<file path="src/rtl/vram_pkg.sv">
// vram_pkg
//   Shared constants and types for the VRAM fill controller.
//   SCREEN_W / SCREEN_H : frame geometry (160 x 120)
//   POS_W               : linear pixel address width
//   COLOUR_W            : 12-bit colour, 4 bits per channel
package vram_pkg;

    localparam int SCREEN_W = 160;
    localparam int SCREEN_H = 120;
    localparam int POS_W    = 16;
    localparam int COLOUR_W = 12;

    typedef logic [POS_W-1:0]    pos_t;
    typedef logic [COLOUR_W-1:0] colour_t;

    typedef enum logic [1:0] {
        IDLE = 2'd0,
        FILL = 2'd1,
        DONE = 2'd2
    } fill_state_t;

    // y*160 without a multiplier: 160 = 128 + 32
    function automatic pos_t row_base_of(input logic [6:0] y);
        return (pos_t'(y) << 7) + (pos_t'(y) << 5);
    endfunction

endpackage

</file>
<file path="src/rtl/vram_fill_ctrl_rect_walker.sv">
// rect_walker
//   Holds the clipped rectangle bounds and walks it in row-major order.
//   Ports:
//     clk, reset            : clock, async active-high reset
//     load                  : capture cmd_* and start at the top-left corner
//     step                  : advance to the next pixel
//     cmd_x/y/w/h           : raw command geometry (only sampled on load)
//     pos                   : linear address of the current pixel
//     last                  : current pixel is the final one of the rectangle
//     empty                 : raw command geometry describes no pixels
module rect_walker
    import vram_pkg::*;
(
    input  logic       clk,
    input  logic       reset,
    input  logic       load,
    input  logic       step,
    input  logic [7:0] cmd_x,
    input  logic [6:0] cmd_y,
    input  logic [7:0] cmd_w,
    input  logic [6:0] cmd_h,
    output pos_t       pos,
    output logic       last,
    output logic       empty
);

    logic [7:0] cur_x_q, cur_x_d;
    logic [7:0] x_start_q, x_start_d;
    logic [8:0] x_end_q, x_end_d;
    logic [6:0] cur_y_q, cur_y_d;
    logic [7:0] y_end_q, y_end_d;
    pos_t       row_base_q, row_base_d;

    logic [8:0] sum_x;
    logic [7:0] sum_y;
    logic       x_wrap;
    logic       y_last;

    // Clip arithmetic and end-of-row / end-of-rect detection
    always_comb begin
        // sums are one bit wider than the operands so they cannot wrap
        sum_x  = {1'b0, cmd_x} + {1'b0, cmd_w};
        sum_y  = {1'b0, cmd_y} + {1'b0, cmd_h};
        empty  = (cmd_w == 8'd0) || (cmd_h == 7'd0) ||
                 ({1'b0, cmd_x} >= 9'(SCREEN_W)) ||
                 ({1'b0, cmd_y} >= 8'(SCREEN_H));
        x_wrap = (({1'b0, cur_x_q} + 9'd1) == x_end_q);
        y_last = (({1'b0, cur_y_q} + 8'd1) == y_end_q);
        last   = x_wrap && y_last;
        pos    = row_base_q + pos_t'(cur_x_q);
    end

    // Next-state for the walk counters
    always_comb begin
        cur_x_d    = cur_x_q;
        x_start_d  = x_start_q;
        x_end_d    = x_end_q;
        cur_y_d    = cur_y_q;
        y_end_d    = y_end_q;
        row_base_d = row_base_q;
        if (load) begin
            cur_x_d    = cmd_x;
            x_start_d  = cmd_x;
            x_end_d    = (sum_x > 9'(SCREEN_W)) ? 9'(SCREEN_W) : sum_x;
            cur_y_d    = cmd_y;
            y_end_d    = (sum_y > 8'(SCREEN_H)) ? 8'(SCREEN_H) : sum_y;
            row_base_d = row_base_of(cmd_y);
        end else if (step) begin
            if (x_wrap) begin
                cur_x_d    = x_start_q;
                cur_y_d    = cur_y_q + 7'd1;
                row_base_d = row_base_q + pos_t'(SCREEN_W);
            end else begin
                cur_x_d    = cur_x_q + 8'd1;
            end
        end else begin
            cur_x_d    = cur_x_q;
        end
    end

    // Walk counter registers
    always_ff @(posedge clk or posedge reset) begin
        if (reset) begin
            cur_x_q    <= 8'd0;
            x_start_q  <= 8'd0;
            x_end_q    <= 9'd0;
            cur_y_q    <= 7'd0;
            y_end_q    <= 8'd0;
            row_base_q <= '0;
        end else begin
            cur_x_q    <= cur_x_d;
            x_start_q  <= x_start_d;
            x_end_q    <= x_end_d;
            cur_y_q    <= cur_y_d;
            y_end_q    <= y_end_d;
            row_base_q <= row_base_d;
        end
    end

endmodule

</file>
<file path="src/rtl/vram_fill_ctrl.sv">
// vram_fill_ctrl
//   Sole driver of the VRAM write port. Walks rectangle-fill commands one
//   pixel per cycle and merges a CPU plot port that always wins.
//   Ports:
//     clk, reset                          : clock, async active-high reset
//     cmd_valid / cmd_ready               : fill command handshake
//     cmd_x, cmd_y, cmd_w, cmd_h          : rectangle geometry
//     cmd_colour                          : fill colour
//     cpu_plot, cpu_pos, cpu_colour       : CPU single-pixel write
//     plot, buf_pos, colour               : registered VRAM write port
//     busy                                : command in progress (FILL/DONE)
//     done                                : one-cycle completion pulse
module vram_fill_ctrl
    import vram_pkg::*;
(
    input  logic       clk,
    input  logic       reset,
    input  logic       cmd_valid,
    output logic       cmd_ready,
    input  logic [7:0] cmd_x,
    input  logic [6:0] cmd_y,
    input  logic [7:0] cmd_w,
    input  logic [6:0] cmd_h,
    input  colour_t    cmd_colour,
    input  logic       cpu_plot,
    input  pos_t       cpu_pos,
    input  colour_t    cpu_colour,
    output logic       plot,
    output pos_t       buf_pos,
    output colour_t    colour,
    output logic       busy,
    output logic       done
);

    fill_state_t state_q, state_d;
    colour_t     fill_colour_q, fill_colour_d;
    logic        plot_q, plot_d;
    pos_t        buf_pos_q, buf_pos_d;
    colour_t     colour_q, colour_d;

    logic        load;
    logic        step;
    pos_t        walk_pos;
    logic        walk_last;
    logic        walk_empty;

    rect_walker u_walker (
        .clk   (clk),
        .reset (reset),
        .load  (load),
        .step  (step),
        .cmd_x (cmd_x),
        .cmd_y (cmd_y),
        .cmd_w (cmd_w),
        .cmd_h (cmd_h),
        .pos   (walk_pos),
        .last  (walk_last),
        .empty (walk_empty)
    );

    // FSM state register
    always_ff @(posedge clk or posedge reset) begin
        if (reset) begin
            state_q <= IDLE;
        end else begin
            state_q <= state_d;
        end
    end

    // FSM next-state: empty commands skip straight to DONE
    always_comb begin
        state_d = state_q;
        case (state_q)
            IDLE: begin
                if (cmd_valid) begin
                    state_d = walk_empty ? DONE : FILL;
                end else begin
                    state_d = IDLE;
                end
            end
            FILL: begin
                // a CPU-stolen cycle never retires the last pixel
                if (!cpu_plot && walk_last) begin
                    state_d = DONE;
                end else begin
                    state_d = FILL;
                end
            end
            DONE:    state_d = IDLE;
            default: state_d = IDLE;
        endcase
    end

    // FSM outputs decoded from the state register
    always_comb begin
        cmd_ready = 1'b0;
        busy      = 1'b1;
        done      = 1'b0;
        case (state_q)
            IDLE: begin
                cmd_ready = 1'b1;
                busy      = 1'b0;
            end
            FILL: begin
                busy      = 1'b1;
            end
            DONE: begin
                done      = 1'b1;
            end
            default: begin
                busy      = 1'b1;
            end
        endcase
    end

    // Accept/advance strobes and the CPU-priority write mux
    always_comb begin
        load          = (state_q == IDLE) && cmd_valid;
        step          = (state_q == FILL) && !cpu_plot;
        fill_colour_d = load ? cmd_colour : fill_colour_q;
        plot_d        = cpu_plot || step;
        if (cpu_plot) begin
            buf_pos_d = cpu_pos;
            colour_d  = cpu_colour;
        end else if (step) begin
            buf_pos_d = walk_pos;
            colour_d  = fill_colour_q;
        end else begin
            buf_pos_d = buf_pos_q;
            colour_d  = colour_q;
        end
    end

    // Output and latched-colour registers
    always_ff @(posedge clk or posedge reset) begin
        if (reset) begin
            fill_colour_q <= '0;
            plot_q        <= 1'b0;
            buf_pos_q     <= '0;
            colour_q      <= '0;
        end else begin
            fill_colour_q <= fill_colour_d;
            plot_q        <= plot_d;
            buf_pos_q     <= buf_pos_d;
            colour_q      <= colour_d;
        end
    end

    assign plot    = plot_q;
    assign buf_pos = buf_pos_q;
    assign colour  = colour_q;

endmodule

</file>
<file path="config.mk">
export PLATFORM = sky130hd
export DESIGN_NAME = vram_fill_ctrl
export DESIGN_NICKNAME = d
export VERILOG_FILES = /design/src/rtl/vram_pkg.sv /design/src/rtl/vram_fill_ctrl_rect_walker.sv /design/src/rtl/vram_fill_ctrl.sv
export SDC_FILE = /design/constraint.sdc
export NUM_CORES = 1
export LEC_CHECK = 0
export ABC_CLOCK_PERIOD_IN_PS = 3390
export CAP_MARGIN = 20
export CORE_MARGIN = 5
export CORE_UTILIZATION = 48
export CTS_CLUSTER_DIAMETER = 120
export DETAILED_ROUTE_END_ITERATION = 7
export HOLD_SLACK_MARGIN = 0.05
export PLACE_DENSITY = 0.77
export SYNTH_ARGS = -nofsm -noshare
export SYNTH_HDL_FRONTEND = slang
export SYNTH_SLANG_ARGS = --single-unit
</file>
<file path="constraint.sdc">
create_clock -name clk -period 3.39 [get_ports clk]
set_input_delay 0.8475 -clock clk [delete_from_list [all_inputs] [get_ports clk]]
set_output_delay 0.8475 -clock clk [all_outputs]
set_load 0.01 [all_outputs]
</file>
## Word level (Yosys, flattened, before mapping)

Cells that the tools add are included.

- Register bits: 99
- Bits in latches: 0
- RAM bits: 0
- Memory bits (read-only): 0
- Input bits: 74
- Output and inout bits: 32
- Memories kept: 0

- $add $sub $neg: 9
- $mul: 0
- Divide/modulo/power cells: 0
- $lt $le $gt $ge: 4
- Equal/unequal tests: 4
- Shift operators: 0
- Mux-type cells: 22
- Bitwise operators: 0
- Reductions and logical operators: 16

Operator list:

| cell | count |
|---|---|
| $mux W16 | 5 |
| $mux W8 | 4 |
| $mux W12 | 2 |
| $mux W7 | 3 |
| $add A16 B8 Y16 | 1 |
| $add A16 B8 Y16 const B | 1 |
| $add A14 B12 Y15 | 1 |
| $add A8 B1 Y9 const B | 1 |
| $add A8 B8 Y9 | 1 |
| $eq A9 B9 Y1 | 1 |
| $gt A9 B8 Y1 const B | 1 |
| $mux W9 | 1 |
| $add A7 B1 Y8 const B | 1 |
| $add A7 B7 Y8 | 1 |
| $add A8 B1 Y8 const B | 1 |
| $eq A8 B8 Y1 | 1 |
| $ge A8 B8 Y1 const B | 1 |
| $gt A8 B7 Y1 const B | 1 |
| $logic_not A8 Y1 | 1 |
| $add A7 B1 Y7 const B | 1 |
| $ge A7 B7 Y1 const B | 1 |
| $logic_not A7 Y1 | 1 |
| $mux W2 | 3 |
| $reduce_bool A2 Y1 | 3 |
| other kinds (9) | 17 |

## Logic depth before layout (Yosys ltp)

- Depth in word-level cells: 7
- Depth in mapped cells: 10

## Cells and area by module

A second synthesis with hierarchy kept.

- Cell total of the unflattened synthesis: 619
- Area total of the unflattened synthesis: 5,945.7 µm²

By module, submodules not included:

| module | times used | cells each | area an instance (µm²) | sequential area each (µm²) |
|---|---|---|---|---|
| rect_walker | 1 | 451 | 3,997.6 | 1,276.2 |
| vram_fill_ctrl | 1 | 168 | 1,948.1 | 1,076.0 |

## Least setup slack after synthesis

OpenSTA, ideal clock, no wires.

- Path type: input -> register
- From: input port cmd_x[0]
- To: register u_walker.x_end_q[2]
- Library setup time: 0.068 ns
- Arrival time: 2.971 ns
- Slack: 0.352 ns
- Stages: 10
- Buffers on the path: 0
- Cell sequence: ha_1 -> inv_1 -> fa_1 -> nand2b_1 -> a21oi_1 -> o21a_1 -> or4_1 -> a2111oi_2 -> a21o_1 -> a32o_1

- Longest elaborated chain between the ends: 3

RTL lines:

| what | line | source |
|---|---|---|
| start, declared | vram_fill_ctrl.sv:20 | `input logic [7:0] cmd_x,` |
| $add A8 B8 Y9 (*) | vram_fill_ctrl_rect_walker.sv:42 | `sum_x = {1'b0, cmd_x} + {1'b0, cmd_w};` |
| $gt A9 B8 Y1 | vram_fill_ctrl_rect_walker.sv:64 | `x_end_d = (sum_x > 9'(SCREEN_W)) ? 9'(SCREEN_W) : sum_x;` |
| $mux W9 (*) | vram_fill_ctrl_rect_walker.sv:64 |  |
| end signal, assigned | vram_fill_ctrl_rect_walker.sv:93 | `x_end_q <= x_end_d;` |
| end, declared | vram_fill_ctrl_rect_walker.sv:29 | `logic [8:0] x_end_q, x_end_d;` |

Every way passes the cells marked *; elsewhere a longest branch is shown, timed or not.
A chain may end at the register's enable or synchronous reset.

## Worst setup path in the final report

Same ends and word-level chain as after synthesis.

==> metrics.yaml <==
routing:
  routedWlPerCell_microns: 17.0
  first_iter_violations: 502
  via_per_inst: 5.59
  ant_nets: 0
  drcViolationCount: 0
  dr.pass1.iters: 5
  via_count: 5104
  wirelength_mm: 15.5
global_route:
  grt_busiest_layer: "met2"
  overflow: 0
  grt_max_degree: 62
  grt_first_pass_wirelength_mm: 25.3
  grtUsageMet1_pct: 28.7
  grt_use_total_pct: 21.5
  gr-usage-met3_pct: 4.02
  antenna_found_initial: 0
  first_global_vias: 5295
  grt_use_met2_pct: 35.7
sta:
  drv_slew: 0
  fin_crit_sh_pct: 96.6
  setup_ws_ns: 0.116
  slew_headroom_pct: 59.1
  finalSetupViolations: 0
  finalCriticalPeriod_ns: 3.27
  hold_violations: 0
  maxClockFrequency_mhz: 305
  rsz0062_at_grt: "false"
  skew_ns: 0.0112
  finalSetupTns_ns: 0
  tightest_slew_ns: 0.612
cts:
  post_cts_resized: 0
  cts_setup_buffers: 0
  cts_tree: "done"
  cts-root-buf: "clkbuf_16"
  cts_buffer_depth: 2
  cts_buffers: 9
  cts-hold-fix-buffers: 0
  clk_pin_slew_ns: 0.06
  cts_htree_levels: 3
  clk-insertion-delay-late_ns: 0.35
  clock-sinks: 94
job:
  drv_cap: 0
placement:
  hpwl_mm: 11.5
  place_area_sq_um: 7130
  place_congestion: 0.924
  dp_slack_ns: -0.239
  port-buffer-count: 105
floorplanning:
  die-height_microns: 120
  ios: 106
  die_w_microns: 120
  core_area_sq_um: 12000
  dieArea_sq_um: 14500
  start_util_pct: 48.8
  floorplan.rows: 40
synthesis:
  syn-num-nets: 757
  synth_area_leader_cell: "dfrtp_1"
  synth_cells: 654
  synth_area_per_cell_sq_um: 8.93
  synthDistinctLibCells: 58
  ys_ff_latch: 94
  synth.cell_area_sq_um: 5840
  yosysMostFrequentCell: "nand2_1"
  ys_seq_area_share_pct: 40.3
  synth_top_area_share_pct: 40.3
  synth_edf_count: 0
  synth_area_leaders: "dfrtp_1 (40%), nand2_1 (8.3%), mux2i_1 (6.5%)"
  synth_common_cells: "nand2_1 (129), dfrtp_1 (94), o21ai_0 (62)"
  synth_ff_type: "dfrtp_1"
  async_flop_share_pct: 100
  yosysWarnings: 0
critical_path:
  start_kind: "input pin"
  worstPathRequired_ns: 3.67
  cp_cell_sequence: "clkdlybuf4s50_1 -> ha_1 -> inv_1 -> fa_1 -> nand2b_1 -> a21oi_1 -> o21a_1 -> or4_1 -> a2111oi_4 -> a21o_1 -> a32o_1"
  end_kind: "flop"
  slowest_stage: "or4_1"
  cpLargestDelayFamily: "compound AO/OA/AOI/OAI gates"
  arrival_ns: 3.55
  worstSetupPathType: "input pin to flop"
  critPathBufInv: 2
  cpPeakStageDelay_ns: 0.56
  worst-path-max-fanout: 4
power_and_ir_drop:
  pwr-share-seq_pct: 41.5
  combPwrFrac_pct: 20.2
  ir_drop_uv: 237
  p_int_mw: 2.22
  p_sw_share_pct: 26.6
  p_switching_uw: 808
  total_power_mw: 3.03
  power.density_nw_per_um2: 406
  p_clk_share_pct: 38.3
  p_leak_nw: 3.46
finish:
  insertedDiodeCount: 0
  area_delta_synth_final_pct: 28.0
  postLayoutCoreUtil_pct: 62.5
  nets: 865
  drive_above_1_share_pct: 6.14
  final_area_sq_um: 7480
outcome:
  status: "completed"
hold_path:
  hp-class: "flop to flop"
-- layout by cell type, fill, tap and decap left out, types with 3 or more instances in the layout --
master | Yosys | final
clkdlybuf4s50_1 | 0 | 104
xnor2_1 | 30 | 30
o32ai_1 | 4 | 4
buf_4 | 1 | 21
nand2_1 | 129 | 129
nand3_1 | 17 | 17
o2111ai_1 | 3 | 3
o31ai_1 | 5 | 5
inv_1 | 21 | 20
and2_1 | 7 | 7
o21ai_0 | 62 | 62
dfrtp_1 | 94 | 94
clkbuf_16 | 0 | 9
nor3_1 | 8 | 8
o22a_1 | 3 | 3
nand4_1 | 6 | 6
xor2_1 | 24 | 24
o21a_1 | 4 | 4
and3_1 | 7 | 7
bufinv_16 | 0 | 3
a21o_1 | 6 | 6
nand2b_1 | 7 | 7
or3_1 | 4 | 4
a21oi_1 | 25 | 25
nand3b_1 | 3 | 3
nor4_1 | 4 | 4
a22o_1 | 4 | 4
fa_1 | 3 | 3
mux2i_1 | 38 | 38
o211ai_1 | 7 | 7
nor2_1 | 34 | 34
ha_1 | 26 | 26
nor2b_1 | 7 | 7
-- per-layer routing --
layer / vias up / routed length, microns
met3: 18 / 794
met1: 2445 / 7120
met4: 0 / 287
met2: 153 / 7280
li1: 2488 / -
met5: - / 0
-- power by group through the flow --
stage | Clock, mW | Combinational, mW | Sequential, mW
6_report | 1.16 | 0.613 | 1.26
5_1_grt | 1.21 | 0.672 | 1.27
4_1_cts | 1.16 | 0.612 | 1.25
3_5_place_dp | 0 | 0.607 | 1.27
3_3_place_gp | 0 | 0.585 | 1.27
2_1_floorplan | 0 | 0.392 | 1.24
-- flip-flops by register name, summed over array words and instances (netlist names), 8 cells and up --
register and cells:
buf_pos 16, colour 12, fill_colour_q 12, u_walker.cur_x_q 8, u_walker.row_base_q 11, u_walker.x_end_q 9, u_walker.x_start_q 8, u_walker.y_end_q 8
-- worst register-to-register path: stages, from the launching register on --
cell,delay [ns]
dfrtp_1,0.47
ha_1,0.32
and4_1,0.27
a32o_1,0.21
or4_4,0.43
a211oi_4,0.47
nand2_2,0.31
nor3_2,0.33
o21ai_0,0.12
-- area by class of cell --
cell class,count,area (sq um)
clock buffer,11,243
clock inverter,4,95.1
fill,1043,4480
inverter,21,80.1
multi-input combinational,508,3280
sequential,94,2350
tap,147,184
timing repair buffer,128,1240
-- per-stage QoR --
step,cells,hold slack [ns]
global route,913,0.510
finish,913,0.474
CTS,913,0.477
detailed placement,898,0.462
global placement,898,0.461
floorplan,654,0.445
-- path summary, 6_finish.rpt --
kind                                      from                  end  slack [ns]  depth (start not counted)
max                                   cmd_x[0]  u_walker.x_end_q[2]        0.12                         11
min                          fill_colour_q[11]    fill_colour_q[11]        0.47                          2
max reg2reg                u_walker.cur_x_q[1]           state_q[0]        0.34                          8
min reg2reg                  fill_colour_q[11]    fill_colour_q[11]        0.47                          2
max in group asynchronous                reset            colour[9]        1.78                          3
min in group asynchronous                reset            colour[5]        0.88                          2
-- kinds of logic (layout without fill, tap and decap cells) --
group,count (synthesis),count (layout),share of synthesized area (%)
xor gates and xnor gates,55,55,8.48
AOI/OAI and AO/OA,141,141,15.2
muxes,38,38,6.51
adders and majority gates,29,29,6.60
buffers and inverters,52,164,3.83
DFF,94,94,40.3
and+or+nand+nor,245,245,19.2
(Power assumes the default switching activity.)
